**config.mk**
```make
export PLATFORM = sky130hd
export DESIGN_NAME = iu_cache_responder
export DESIGN_NICKNAME = d
export VERILOG_FILES = /design/src/rtl/iu_cache_responder.sv
export SDC_FILE = /design/constraint.sdc
export NUM_CORES = 1
export LEC_CHECK = 0
export ABC_AREA = 1
export CORE_UTILIZATION = 45
export CTS_CLUSTER_DIAMETER = 80
export DETAILED_ROUTE_END_ITERATION = 10
export PLACE_DENSITY = 0.62
export SYNTH_ARGS = -nofsm -noshare
export SYNTH_HDL_FRONTEND = slang
export SYNTH_SLANG_ARGS = --single-unit
```
**constraint.sdc**
```tcl
create_clock -name clk -period 8.55 [get_ports clk]
set_input_delay 1.71 -clock clk [delete_from_list [all_inputs] [get_ports clk]]
set_output_delay 1.71 -clock clk [all_outputs]
set_load 0.1 [all_outputs]
```
**src/rtl/iu_cache_responder.sv**
```systemverilog
// Cache-side responder for the LEON IU bench: serves fetches and loads from
// driver-filled queues and captures IU stores for the monitor.

module iu_cache_responder_fifo #(
  parameter int unsigned DEPTH = 8,
  parameter int unsigned W     = 32,
  localparam int unsigned AW   = $clog2(DEPTH),
  localparam int unsigned CW   = $clog2(DEPTH) + 1
) (
  input  logic          clk,
  input  logic          rst,
  input  logic          push,
  input  logic [W-1:0]  wdata,
  input  logic          pop,
  output logic [W-1:0]  rdata,
  output logic [CW-1:0] count,
  output logic          empty,
  output logic          full
);
  logic [W-1:0]  mem_q [DEPTH];
  logic [AW-1:0] rd_ptr_q, rd_ptr_d, wr_ptr_q, wr_ptr_d;
  logic [CW-1:0] count_q, count_d;
  logic          do_push, do_pop;

  // A push into a full queue is accepted only when a pop frees the slot in the same cycle.
  always_comb begin
    empty    = (count_q == '0);
    full     = (count_q == CW'(DEPTH));
    do_pop   = pop && !empty;
    do_push  = push && (!full || do_pop);
    rd_ptr_d = rd_ptr_q + AW'(do_pop);
    wr_ptr_d = wr_ptr_q + AW'(do_push);
    count_d  = count_q + CW'(do_push) - CW'(do_pop);
    rdata    = mem_q[rd_ptr_q];
    count    = count_q;
  end

  always_ff @(posedge clk) begin
    if (rst) begin
      rd_ptr_q <= '0;
      wr_ptr_q <= '0;
      count_q  <= '0;
    end else begin
      rd_ptr_q <= rd_ptr_d;
      wr_ptr_q <= wr_ptr_d;
      count_q  <= count_d;
    end
  end

  always_ff @(posedge clk) begin
    if (!rst && do_push) mem_q[wr_ptr_q] <= wdata;
  end
endmodule

module iu_cache_responder #(
  parameter int unsigned IQ_DEPTH = 8,
  parameter int unsigned DQ_DEPTH = 8,
  parameter int unsigned SQ_DEPTH = 8,
  parameter int unsigned LOAD_LAT = 1,
  parameter logic [31:0] NOP_INST = 32'h01000000
) (
  input  logic        clk,
  input  logic        rst,
  input  logic        iq_push,
  input  logic [31:0] iq_wdata,
  output logic        iq_ready,
  input  logic        dq_push,
  input  logic [31:0] dq_wdata,
  output logic        dq_ready,
  input  logic        fetch_req,
  output logic [31:0] ic_data,
  input  logic        dc_req,
  input  logic        dc_read,
  input  logic [31:0] dc_addr,
  input  logic [31:0] dc_wdata,
  output logic [31:0] dc_data,
  output logic        dc_hold_n,
  output logic        sq_valid,
  output logic [31:0] sq_addr,
  output logic [31:0] sq_data,
  input  logic        sq_pop,
  output logic        iq_underflow,
  output logic [3:0]  iq_count,
  output logic [3:0]  dq_count
);
  typedef enum logic [2:0] {IDLE, LWAIT, LRESP, STORE, STALL} state_e;

  localparam int unsigned IQ_CW = $clog2(IQ_DEPTH) + 1;
  localparam int unsigned DQ_CW = $clog2(DQ_DEPTH) + 1;
  localparam int unsigned SQ_CW = $clog2(SQ_DEPTH) + 1;

  state_e      state_q, state_d;
  logic [31:0] addr_q, addr_d, wdata_q, wdata_d;
  logic [2:0]  lat_q, lat_d;
  logic [31:0] dc_data_q, dc_data_d;
  logic        hold_n_q, hold_n_d;
  logic [31:0] ic_data_q, ic_data_d;
  logic        underflow_q, underflow_d;

  logic [31:0]      iq_head, dq_head;
  logic [63:0]      sq_head;
  logic [IQ_CW-1:0] iq_cnt;
  logic [DQ_CW-1:0] dq_cnt;
  logic [SQ_CW-1:0] sq_cnt;
  logic             iq_empty, iq_full, dq_empty, dq_full, sq_empty, sq_full;
  logic             dq_pop, sq_push;

  iu_cache_responder_fifo #(.DEPTH(IQ_DEPTH), .W(32)) u_iq (
    .clk(clk), .rst(rst), .push(iq_push), .wdata(iq_wdata), .pop(fetch_req),
    .rdata(iq_head), .count(iq_cnt), .empty(iq_empty), .full(iq_full)
  );

  iu_cache_responder_fifo #(.DEPTH(DQ_DEPTH), .W(32)) u_dq (
    .clk(clk), .rst(rst), .push(dq_push), .wdata(dq_wdata), .pop(dq_pop),
    .rdata(dq_head), .count(dq_cnt), .empty(dq_empty), .full(dq_full)
  );

  iu_cache_responder_fifo #(.DEPTH(SQ_DEPTH), .W(64)) u_sq (
    .clk(clk), .rst(rst), .push(sq_push), .wdata({addr_q, wdata_q}), .pop(sq_pop),
    .rdata(sq_head), .count(sq_cnt), .empty(sq_empty), .full(sq_full)
  );

  always_comb begin
    ic_data_d   = ic_data_q;
    underflow_d = 1'b0;
    if (fetch_req) begin
      ic_data_d   = iq_empty ? NOP_INST : iq_head;
      underflow_d = iq_empty;
    end
  end

  always_comb begin
    state_d   = state_q;
    addr_d    = addr_q;
    wdata_d   = wdata_q;
    lat_d     = lat_q;
    dc_data_d = dc_data_q;
    dq_pop    = 1'b0;
    sq_push   = 1'b0;
    case (state_q)
      IDLE: begin
        if (dc_req) begin
          addr_d  = dc_addr;
          wdata_d = dc_wdata;
          lat_d   = '0;
          if (!dc_read)           state_d = STORE;
          else if (LOAD_LAT == 0) state_d = LRESP;
          else                    state_d = LWAIT;
        end
      end
      LWAIT: begin
        lat_d = lat_q + 3'd1;
        if ({29'd0, lat_q} + 32'd1 >= LOAD_LAT) state_d = LRESP;
      end
      LRESP, STALL: begin
        if (!dq_empty) begin
          dc_data_d = dq_head;
          dq_pop    = 1'b1;
          state_d   = IDLE;
        end else begin
          state_d = STALL;
        end
      end
      STORE: begin
        if (!sq_full || (sq_pop && !sq_empty)) begin
          sq_push = 1'b1;
          state_d = IDLE;
        end
      end
      default: state_d = IDLE;
    endcase
    // The IU is released exactly on the cycles the FSM sits in IDLE.
    hold_n_d = (state_d == IDLE);
  end

  always_ff @(posedge clk) begin
    if (rst) begin
      state_q     <= IDLE;
      addr_q      <= '0;
      wdata_q     <= '0;
      lat_q       <= '0;
      dc_data_q   <= '0;
      hold_n_q    <= 1'b1;
      ic_data_q   <= NOP_INST;
      underflow_q <= 1'b0;
    end else begin
      state_q     <= state_d;
      addr_q      <= addr_d;
      wdata_q     <= wdata_d;
      lat_q       <= lat_d;
      dc_data_q   <= dc_data_d;
      hold_n_q    <= hold_n_d;
      ic_data_q   <= ic_data_d;
      underflow_q <= underflow_d;
    end
  end

  always_comb begin
    iq_ready     = !iq_full;
    dq_ready     = !dq_full;
    ic_data      = ic_data_q;
    dc_data      = dc_data_q;
    dc_hold_n    = hold_n_q;
    sq_valid     = !sq_empty;
    sq_addr      = sq_head[63:32];
    sq_data      = sq_head[31:0];
    iq_underflow = underflow_q;
    iq_count     = 4'(iq_cnt);
    dq_count     = 4'(dq_cnt);
  end
endmodule

```
==> summary.md <==
• run status: completed
• part of the Yosys area used for sequential elements: 72.2%
• gpl congestion: 0.737
• proportion of power drawn by combinational gates: 27.7%
• Synth Area in Simple Gates: 12.5%
• count of TritonRoute iterations in the first routing pass: 5
• required time reported for the critical path endpoint: 6.84 ns
• dominant combinational cell family by area after synthesis: simple AND/OR/NAND/NOR gates
• routed wire length: 110 mm
• share of post-route cells with drive strength above 1: 6.27%
• Horiz. Die Dim: 326 um
• global-route usage over all layers: 20.4%
• CP Launch Type: register
• switching part of the total: 35.3%
• final layout net count: 4404
• Initial Util: 45.5%
• VDD IR-drop max: 0.250 mV
• proportion of synthesized area in mux cells: 1.36%
• mean routed wirelength per cell: 19.1 um
• worst-case headroom to the max-slew limit: 16.6%
• setup skew after layout: 0.0275 ns
• Synth Area in Adders: 0.976%
• Clock Tree Root: sky130_fd_sc_hd__clkbuf_16
• via count: 29200
• global-route wire length before repair: 166 mm
• antenna violation net count after detailed routing: 0
• initial antenna violation count: 14
• height of the die: 326 um
• TritonCTS clock tree: yes
• gr ovfl total: 0
• number of instances resized during post-cts repair: 0
• area delta synth->final: 17.2%
• level count of the clock H-tree: 4
• Worst Tran Pin Value: 1.25 ns
• Hold-fix buffers, CTS: 0
• cell area after synthesis: 47200 um2
• leading cell type in the layout, fill and taps excluded: sky130_fd_sc_hd__edfxtp_1
• Reg2Reg Launch Point: u_iq.count[2]$_SDFF_PP0_
• Synth area leaders: sky130_fd_sc_hd__edfxtp_1 65%, sky130_fd_sc_hd__dfxtp_1 7.0%, sky130_fd_sc_hd__nand2_1 5.9%, sky130_fd_sc_hd__nor2_1 3.6%, sky130_fd_sc_hd__o21ai_0 3.4%
• kind of critical path: register to primary output
• placed wire-length estimate: 55.8 mm
• number of buffers created by CTS: 130
• power density relative to cell area: 308 nW/um2
• Final Max Tran Viols: 0
• critical path arrival: 4.79 ns
• initial detailed-routing violation count: 2134
• timing-limited maximum frequency: 0.154 GHz
• worst reg2reg path endpoint: u_iq.mem_q[7][0]$_DFFE_PP_
• via count of the first global-routing pass: 28400
• layer with the highest usage: met2
• Post-Place Setup Slack: 2.78 ns
• setup repair bufs after CTS: 0
• # fillers: 8747
• Core Region: 104000 um2
• pin count of the biggest net entering global routing: 206
• number of failing setup endpoints in the final timing report: 0
• met3 track demand over resource: 4.55%
• Crit. End Element: primary output
• final period demand of the worst path: 6.50 ns
• Sequential Power Share: 40.7%
• setup slack of the most critical reg-to-reg path: 5.10 ns
• number of clock sinks seen by CTS: 1190
• launching element of the worst setup path: u_sq.rd_ptr_q[0]$_SDFF_PP0_
• critical path fanouts, max: 86
• relative contribution of the clock network to total power: 31.5%
• post-synth net total: 4179
• number of buffers inserted by port buffering: 276
• clock insertion delay at the later pin of the skew report: 0.72 ns
• Pleak: 20.1 nW
• final hold vios: 0
• net switching power of the design: 6.02 mW
• Avg Cell Area, Syn: 11.8 um2
• area share of xor/xnor cells in the synthesized design: 0.167%
• Final TNS setup: 0 ns
• Clk pin slew, worst setup/hold paths: 0.06 ns
• area leader, netlist: sky130_fd_sc_hd__edfxtp_1
• drc violations: 0
• share of the synthesized area in compound gates (AO/OA/AOI/OAI): 7.48%
• Boundary Pins: 277
• RSZ-0062 raised after global routing: false
• via-per-instance ratio: 5.11
• post-synthesis cell type count: 31
• total number of yosys warnings: 0
• floorplan die area: 106000 um2
• routing usage on met2: 33.6%
• crit path capture: sq_addr[20]
• met1 usage: 26.7%
• synthesized instance count: 4008
• number of storage elements in the synthesis netlist: 1190
• Max-cap violations: 0
• top-area cell type share of the netlist area: 65.2%
• Cell Int Power: 11.0 mW
• Hold Path Class: register to register
• number of cells traversed by the worst register-to-register path: 7
• highest-count cells in the layout ignoring fill and taps: 1024 x sky130_fd_sc_hd__edfxtp_1, 737 x sky130_fd_sc_hd__nand2_1, 433 x sky130_fd_sc_hd__nor2_1
• Final period util: 76.0%
• Worst Setup Slack, final: 2.05 ns
• number of buffers on the longest clock path: 3
• row count: 118
## final cells by class
| type | instances | area, um2 | area share, % |
|---|---|---|---|
| Antenna cell | 4 | 10.0 | 0.0181 |
| Clock buffer | 201 | 3810 | 6.88 |
| Clock inverter | 36 | 315 | 0.570 |
| Inverter | 378 | 1430 | 2.59 |
| Multi-Input combinational cell | 2208 | 10800 | 19.5 |
| Sequential cell | 1190 | 34100 | 61.6 |
| Tap cell | 1380 | 1730 | 3.12 |
| Timing Repair Buffer | 325 | 3140 | 5.67 |
## flip-flops by register name, summed over array words and instances (netlist names), 4 cells and up
name and flops:
ic_data 32, u_dq.count 4, u_iq.count 4, wdata_q 32, u_sq.mem_q 512, addr_q 32
dc_data 32, u_dq.mem_q 256, u_sq.count 4, u_iq.mem_q 256
## power groups by stage
stage / sequential (mW) / combinational (mW) / clock [mW]
3_5_place_dp: 7.06 / 4.75 / 0
3_3_place_gp: 7.05 / 4.71 / 0
6_report: 6.94 / 4.72 / 5.37
5_1_grt: 6.99 / 5.10 / 5.70
2_1_floorplan: 7.60 / 3.03 / 0
4_1_cts: 6.95 / 4.77 / 5.48
## Yosys cell counts (all sizes together)
library cell     n
nor3b            1
dfxtp          166
edfxtp        1024
nor2           450
a211oi           3
and2             1
xor2             3
buf            107
fa               3
a21oi           70
nand3          276
nand3b           1
xnor2            6
o21a             1
inv            378
o211ai         128
o22ai           64
ha              32
nand4            3
nor3             8
clkbuf         125
mux2i           64
nand2          737
o21ai          357
## layer usage
layer	vias to the layer above	wire length, um	share of wire, %
met5	-	133	0.12
li1	14300	-	-
met3	180	6370	5.8
met1	14100	47800	44
met2	661	52600	48
met4	20	2670	2.4
## critical path: stages, from the launching register on
cell and delay, ns:
sky130_fd_sc_hd__dfxtp_4 0.60, sky130_fd_sc_hd__buf_4 0.67, sky130_fd_sc_hd__buf_4 0.89, sky130_fd_sc_hd__nor2_1 0.12
sky130_fd_sc_hd__nor2_1 0.11, sky130_fd_sc_hd__o21ai_0 0.11, sky130_fd_sc_hd__o21ai_0 0.13, sky130_fd_sc_hd__nand2_1 0.07
sky130_fd_sc_hd__nand2_1 0.15, sky130_fd_sc_hd__clkdlybuf4s50_1 1.14
## stage by stage
step	utilization (%)	power [mW]	hold WS [ns]	instances	area [um2]
after CTS	53.3	17.2	0.466	5718	55300
after global placement	49.3	11.8	0.453	5481	51200
after floorplan	-	10.6	0.467	4008	47200
final	53.3	17.0	0.464	5722	55300
after global routing	53.3	17.8	0.480	5721	55300
after detailed placement	49.3	11.8	0.457	5481	51200
## how the worst min path moves through the flow
stage                                  start                        to  slack, ns  cells past startpoint
floorplan              lat_q[2]$_SDFFE_PP0P_     lat_q[2]$_SDFFE_PP0P_       0.47                      2
global route        ic_data[12]$_SDFFE_PP0P_  ic_data[12]$_SDFFE_PP0P_       0.48                      2
detailed placement   ic_data[2]$_SDFFE_PP0P_   ic_data[2]$_SDFFE_PP0P_       0.46                      2
finish               ic_data[2]$_SDFFE_PP0P_   ic_data[2]$_SDFFE_PP0P_       0.46                      2
CTS                  ic_data[2]$_SDFFE_PP0P_   ic_data[2]$_SDFFE_PP0P_       0.47                      2
global placement     ic_data[2]$_SDFFE_PP0P_   ic_data[2]$_SDFFE_PP0P_       0.45                      2
## logic make-up after synthesis
| family | after synthesis |
|---|---|
| simple gates | 1477 |
| compound gates | 623 |
| xor+xnor | 9 |
| fa+ha+maj | 35 |
| flops | 1190 |
| mux | 64 |
| buf+inv | 610 |
No activity file was read; power rests on OpenSTA's default activity.
